`src/rtl/mips_ctrl_pkg.sv`:
```
// Shared encodings for the multi-cycle MIPS control FSM: states, opcodes,
// ALU operation codes and datapath mux selects.
package mips_ctrl_pkg;

    typedef enum logic [3:0] {
        S_FETCH     = 4'd0,
        S_DECODE    = 4'd1,
        S_MEM_ADDR  = 4'd2,
        S_MEM_RD    = 4'd3,
        S_MEM_WB    = 4'd4,
        S_MEM_WR    = 4'd5,
        S_R_EXEC    = 4'd6,
        S_R_WB      = 4'd7,
        S_BEQ       = 4'd8,
        S_JUMP      = 4'd9,
        S_ADDI_EXEC = 4'd10,
        S_ADDI_WB   = 4'd11
    } state_t;

    localparam logic [5:0] OP_RTYPE = 6'b000000;
    localparam logic [5:0] OP_LW    = 6'b100011;
    localparam logic [5:0] OP_SW    = 6'b101011;
    localparam logic [5:0] OP_BEQ   = 6'b000100;
    localparam logic [5:0] OP_ADDI  = 6'b001000;
    localparam logic [5:0] OP_J     = 6'b000010;

    localparam logic [2:0] ALUOP_ADD  = 3'b000;
    localparam logic [2:0] ALUOP_SUB  = 3'b001;
    localparam logic [2:0] ALUOP_FUNC = 3'b010;

    localparam logic [1:0] SRCB_REG     = 2'b00;
    localparam logic [1:0] SRCB_FOUR    = 2'b01;
    localparam logic [1:0] SRCB_IMM     = 2'b10;
    localparam logic [1:0] SRCB_IMM_SH2 = 2'b11;

    localparam logic [1:0] PCSRC_ALU    = 2'b00;
    localparam logic [1:0] PCSRC_ALUOUT = 2'b01;
    localparam logic [1:0] PCSRC_JUMP   = 2'b10;

endpackage

```
`src/rtl/retire_counter.sv`:
```
// Retired-instruction counter; wraps naturally at 2^CNT_W.
module retire_counter #(
    parameter int CNT_W = 32
) (
    input  logic             clk,
    input  logic             rst,
    input  logic             inc,
    output logic [CNT_W-1:0] count
);

    always_ff @(posedge clk) begin
        if (rst) begin
            count <= '0;
        end else if (inc) begin
            count <= count + CNT_W'(1);
        end
    end

endmodule

```
`src/rtl/multicycle_control.sv`:
```
// Moore control FSM for the multi-cycle MIPS datapath. Outputs depend on the
// state, with mem_ready gating in the memory states and op used in DECODE/MEM_ADDR.
module multicycle_control
    import mips_ctrl_pkg::*;
#(
    parameter int OP_W    = 6,
    parameter int ALUOP_W = 3,
    parameter int CNT_W   = 32
) (
    input  logic               clk,
    input  logic               rst,
    input  logic [OP_W-1:0]    op,
    input  logic               mem_ready,
    output logic               PCWrite,
    output logic               PCWriteCond,
    output logic               IorD,
    output logic               MemRead,
    output logic               MemWrite,
    output logic               IRWrite,
    output logic               MemToReg,
    output logic               RegDst,
    output logic               RegWrite,
    output logic               AluSrcA,
    output logic [1:0]         AluSrcB,
    output logic [ALUOP_W-1:0] AluOp,
    output logic [1:0]         PCSource,
    output logic               illegal_op,
    output logic               instr_done,
    output logic [CNT_W-1:0]   instr_count,
    output logic [3:0]         state
);

    state_t state_q;
    state_t state_d;

    always_ff @(posedge clk) begin
        if (rst) begin
            state_q <= S_FETCH;
        end else begin
            state_q <= state_d;
        end
    end

    always_comb begin
        state_d     = S_FETCH;
        PCWrite     = 1'b0;
        PCWriteCond = 1'b0;
        IorD        = 1'b0;
        MemRead     = 1'b0;
        MemWrite    = 1'b0;
        IRWrite     = 1'b0;
        MemToReg    = 1'b0;
        RegDst      = 1'b0;
        RegWrite    = 1'b0;
        AluSrcA     = 1'b0;
        AluSrcB     = SRCB_REG;
        AluOp       = ALUOP_ADD;
        PCSource    = PCSRC_ALU;
        illegal_op  = 1'b0;
        instr_done  = 1'b0;
        state       = state_q;

        case (state_q)
            S_FETCH: begin
                MemRead = 1'b1;
                AluSrcB = SRCB_FOUR;
                IRWrite = mem_ready;
                PCWrite = mem_ready;
                state_d = mem_ready ? S_DECODE : S_FETCH;
            end
            S_DECODE: begin
                // ALUOut captures PC+4 + (imm<<2) ahead of a possible beq
                AluSrcB = SRCB_IMM_SH2;
                case (op)
                    OP_LW, OP_SW: state_d = S_MEM_ADDR;
                    OP_RTYPE:     state_d = S_R_EXEC;
                    OP_BEQ:       state_d = S_BEQ;
                    OP_J:         state_d = S_JUMP;
                    OP_ADDI:      state_d = S_ADDI_EXEC;
                    default: begin
                        illegal_op = 1'b1;
                        state_d    = S_FETCH;
                    end
                endcase
            end
            S_MEM_ADDR: begin
                AluSrcA = 1'b1;
                AluSrcB = SRCB_IMM;
                state_d = (op == OP_SW) ? S_MEM_WR : S_MEM_RD;
            end
            S_MEM_RD: begin
                MemRead = 1'b1;
                IorD    = 1'b1;
                state_d = mem_ready ? S_MEM_WB : S_MEM_RD;
            end
            S_MEM_WB: begin
                RegWrite   = 1'b1;
                MemToReg   = 1'b1;
                instr_done = 1'b1;
            end
            S_MEM_WR: begin
                MemWrite   = 1'b1;
                IorD       = 1'b1;
                instr_done = mem_ready;
                state_d    = mem_ready ? S_FETCH : S_MEM_WR;
            end
            S_R_EXEC: begin
                AluSrcA = 1'b1;
                AluOp   = ALUOP_FUNC;
                state_d = S_R_WB;
            end
            S_R_WB: begin
                RegWrite   = 1'b1;
                RegDst     = 1'b1;
                instr_done = 1'b1;
            end
            S_BEQ: begin
                AluSrcA     = 1'b1;
                AluOp       = ALUOP_SUB;
                PCWriteCond = 1'b1;
                PCSource    = PCSRC_ALUOUT;
                instr_done  = 1'b1;
            end
            S_JUMP: begin
                PCWrite    = 1'b1;
                PCSource   = PCSRC_JUMP;
                instr_done = 1'b1;
            end
            S_ADDI_EXEC: begin
                AluSrcA = 1'b1;
                AluSrcB = SRCB_IMM;
                state_d = S_ADDI_WB;
            end
            S_ADDI_WB: begin
                RegWrite   = 1'b1;
                instr_done = 1'b1;
            end
            default: state_d = S_FETCH;
        endcase

        // Reset silences every strobe immediately, not only after the edge
        if (rst) begin
            PCWrite     = 1'b0;
            PCWriteCond = 1'b0;
            IorD        = 1'b0;
            MemRead     = 1'b0;
            MemWrite    = 1'b0;
            IRWrite     = 1'b0;
            MemToReg    = 1'b0;
            RegDst      = 1'b0;
            RegWrite    = 1'b0;
            AluSrcA     = 1'b0;
            AluSrcB     = '0;
            AluOp       = '0;
            PCSource    = '0;
            illegal_op  = 1'b0;
            instr_done  = 1'b0;
            state       = '0;
        end
    end

    retire_counter #(
        .CNT_W(CNT_W)
    ) u_retire (
        .clk  (clk),
        .rst  (rst),
        .inc  (instr_done),
        .count(instr_count)
    );

endmodule
```
`config.mk`:
```
export PLATFORM = sky130hd
export DESIGN_NAME = multicycle_control
export DESIGN_NICKNAME = d
export VERILOG_FILES = /design/src/rtl/mips_ctrl_pkg.sv /design/src/rtl/retire_counter.sv /design/src/rtl/multicycle_control.sv
export SDC_FILE = /design/constraint.sdc
export NUM_CORES = 1
export LEC_CHECK = 0
export CORE_UTILIZATION = 51
export DETAILED_ROUTE_END_ITERATION = 8
export HOLD_SLACK_MARGIN = 0.1
export PLACE_DENSITY = 0.85
export SYNTH_ARGS = -nofsm -noshare
export SYNTH_HDL_FRONTEND = slang
export SYNTH_HIERARCHICAL = 1
export SYNTH_SLANG_ARGS = --single-unit
```
`constraint.sdc`:
```
create_clock -name clk -period 7 [get_ports clk]
set_input_delay 2.1 -clock clk [delete_from_list [all_inputs] [get_ports clk]]
set_output_delay 2.1 -clock clk [all_outputs]
set_load 0.005 [all_outputs]
```
==> metrics <==
switch share=0.217; CORE AREA=4060 um2; CP bufs+invs=3; initial antenna violation count=0; Pleak=0.979 nW; setup violators final=0; setup_tns=0 ps; Post-synth EDFFs=0; IO Pins=64; vias in the first global route=about 1800; H-tree depth=2; Die X-Extent=just under 70 um; met1 Use GR=0.298; crit-path most repeated cell=clkdlybuf4s50_1; GRT overflow=0; drt initial violations=roughly 120; Gates resized, CTS repair=0; Max Fclk=167 MHz; Slew Limit Fails=0; Final HPWL DP=between 3000 and 4000 um; P_sw=0.0900 mW; ys flop type=dfxtp_1; Synth area leaders=dfxtp_1 33%, nor2_1 6.2%, nor2b_1 4.9%; Critical Path AT=slightly below 4000 ps; WS Path Type=input pin to output pin; Worst Slack Setup Final=slightly above 1000 ps; Mean Syn Cell Area=7.82 um2; via count=approximately 2200; Power Density=144 nW/um2; Hold Path Stages=2; Seq/Total Area, Yosys=0.331; Post-Syn Nets=about 290; routability-driven placement congestion ratio=0.832; Gate power share=0.070; FFs w/ async S/R, synth=0; Cell Count, Final, Fillers Out=380; max_cap viols=0; Crit path depth=6; worst flop-to-flop path startpoint=state_q[1]; internal power=0.324 mW; CP Capture Point=instr_done; worst-case clock buffer depth=2; DRC Markers=0; vias per inst=roughly 5.8; synthesized instance count=~280; busiest layer in global routing=met2; Skew-Pair Late Insertion Delay=~290 ps; Syn-to-layout area delta=32.5%; hold_buf cts=0; GR Util met2=0.388; Crit. End Element=output pin; critical path required time=4900 ps; Max transition margin=0.537; Synth Cell Area=approximately 2200 um2; Power Total=roughly 0.41 mW; Top delay family on crit path=buffers and inverters; nets=339; total CTS buffers=5; Synth cell types=45; Critical Path Fanout Max=8; CTS Root Cell=clkbuf_8; IR drop worst, VDD=0.108 mV; worst reg-to-reg setup slack=4010 ps; RSZ-0062 raised after global routing=no; DR pass1 iterations=4; CTS tree=done; post-route design area=slightly below 3000 um2; slowest stage delay, CP=around 570 ps; largest net degree at the start of global routing=41; clock share of power=0.430; clk_skew=8.11 ps; status=finished clean; Total Routing Usage GR=0.240; Worst-Margin Slew=694 ps; ant diodes=0; reg-to-reg endpoint=u_retire/count[31]; first-pass GRT wire length=8180 um; Slowest-stage cell, CP=clkdlybuf4s50_1; share of cells above drive strength 1=0.0758; Die Ht=between 60 and 70 um; post-place instance area=about 2800 um2; initial core utilization=0.536; Port Buffers=62; sequential power share=0.500; commonest non-fill, non-tap cell in the layout=clkdlybuf4s50_1; clk slew on worst S/H paths=70 ps; DR WL/cell=between 10 and 15 um; placed insts=372; final cycle utilization of the critical path=0.855; Post-CTS Setup Repair Bufs=0; worst reg2reg path depth=8; Post-Route WL=5090 um; flops & latches, synth=36; Worst Setup SP=mem_ready; Post-Place Worst Slack=1050 ps; die area=4530 um2; Synth warnings=6; Startpoint Class=input pin; FP Rows=23; clock sinks=36; count of final hold-check violations=0; grt met3 use=0.0777; Synth top area share=0.331; most frequent cells in the layout=61 x clkdlybuf4s50_1, 36 x nor2_1, 36 x dfxtp_1; CP Cell Sequence=clkdlybuf4s50_1 -> nor3b_1 -> o21ai_1 -> nor4b_1 -> buf_4 -> clkdlybuf4s50_1; largest area contributor in the netlist=dfxtp_1; hold crit path type=register to register; post-route ant nets=0; Period minus WS final=5990 ps
## power by group through the flow
stage | logic, mW | clock network [mW] | registers, mW
detailed placement | 0.0285 | 0 | 0.212
global placement | 0.0279 | 0 | 0.212
CTS | 0.0286 | 0.181 | 0.207
floorplan | 0.0165 | 0 | 0.210
global route | 0.0316 | 0.189 | 0.208
finish | 0.0288 | 0.178 | 0.207
## cells in the mapped netlist (2+ instances only)
cell type  count
a21oi_1       11
buf_4          2
xor2_1        11
mux2_2         9
and3_2         2
nand3_1       13
o21ai_1        4
and4_1         4
nand2b_1       5
or3_1          7
nand2_1       14
and2_1         3
a31oi_1        3
and3_1         3
o21ai_0        6
nor2_1        36
nor4_1         7
nor3_1        16
buf_2          4
a21o_1         2
nand4_1       12
inv_1          4
or2_1          2
or4_1          4
o31ai_1        4
mux2_1         2
nor3b_1        4
xnor2_1        4
clkbuf_1      13
nor2b_1       17
dfxtp_1       36
## metrics by stage
stage / utilization / hold WS, ps
after floorplan: - / 481
after global placement: 0.683 / 493
after detailed placement: 0.683 / 509
after CTS: 0.710 / 520
after global routing: 0.710 / 535
final: 0.710 / 522
## tightest hold or removal path, stage by stage, from the launching register on
cell     delay, ps
dfxtp_1        340
o31ai_1         80
a21oi_1         60
## kinds of logic (layout without fill, tap and decap cells)
family | count (synthesis) | after routing | share of synthesized area
and+or+nand+nor | 155 | 155 | 0.396
DFF | 36 | 36 | 0.331
AOI/OAI and AO/OA | 34 | 34 | 0.0921
buffers and inverters | 24 | 76 | 0.0506
xor gates and xnor gates | 15 | 15 | 0.0604
muxes | 12 | 12 | 0.0616
adders and majority gates | 1 | 1 | 0.00575
other | 1 | 1 | 0.00172
## worst min-delay path by stage
stage / startpoint / endpoint / slack, ps
3_5_place_dp: u_retire/count[20] / u_retire/count[20] / 510
4_1_cts: u_retire/count[20] / u_retire/count[20] / 520
3_3_place_gp: u_retire/count[22] / u_retire/count[22] / 490
6_report: u_retire/count[22] / u_retire/count[22] / 520
5_1_grt: u_retire/count[20] / u_retire/count[20] / 540
2_1_floorplan: u_retire/count[22] / u_retire/count[22] / 480
## registers in the layout, indices dropped and copies added, names as in the netlist
| signal | count |
|---|---|
| state_q | 4 |
| u_retire/count | 32 |
## area by class of cell
| type | instances | area, um2 |
|---|---|---|
| Clock buffer | 6 | 72.6 |
| Clock inverter | 2 | 35.0 |
| Fill cell | 345 | 1180 |
| Inverter | 4 | 15.0 |
| Multi-Input combinational cell | 218 | 1340 |
| Sequential cell | 36 | 721 |
| Tap cell | 50 | 62.6 |
| Timing Repair Buffer | 64 | 631 |
## layer usage
layer | vias up | wire length (um) | part of all wire
met5 | - | 0 | 0
met4 | 0 | 40 | 0.0079
met3 | 7 | 259 | 0.051
met2 | 63 | 2440 | 0.48
met1 | 1028 | 2350 | 0.46
li1 | 1092 | - | -
Power figures use the tool's default switching activity.
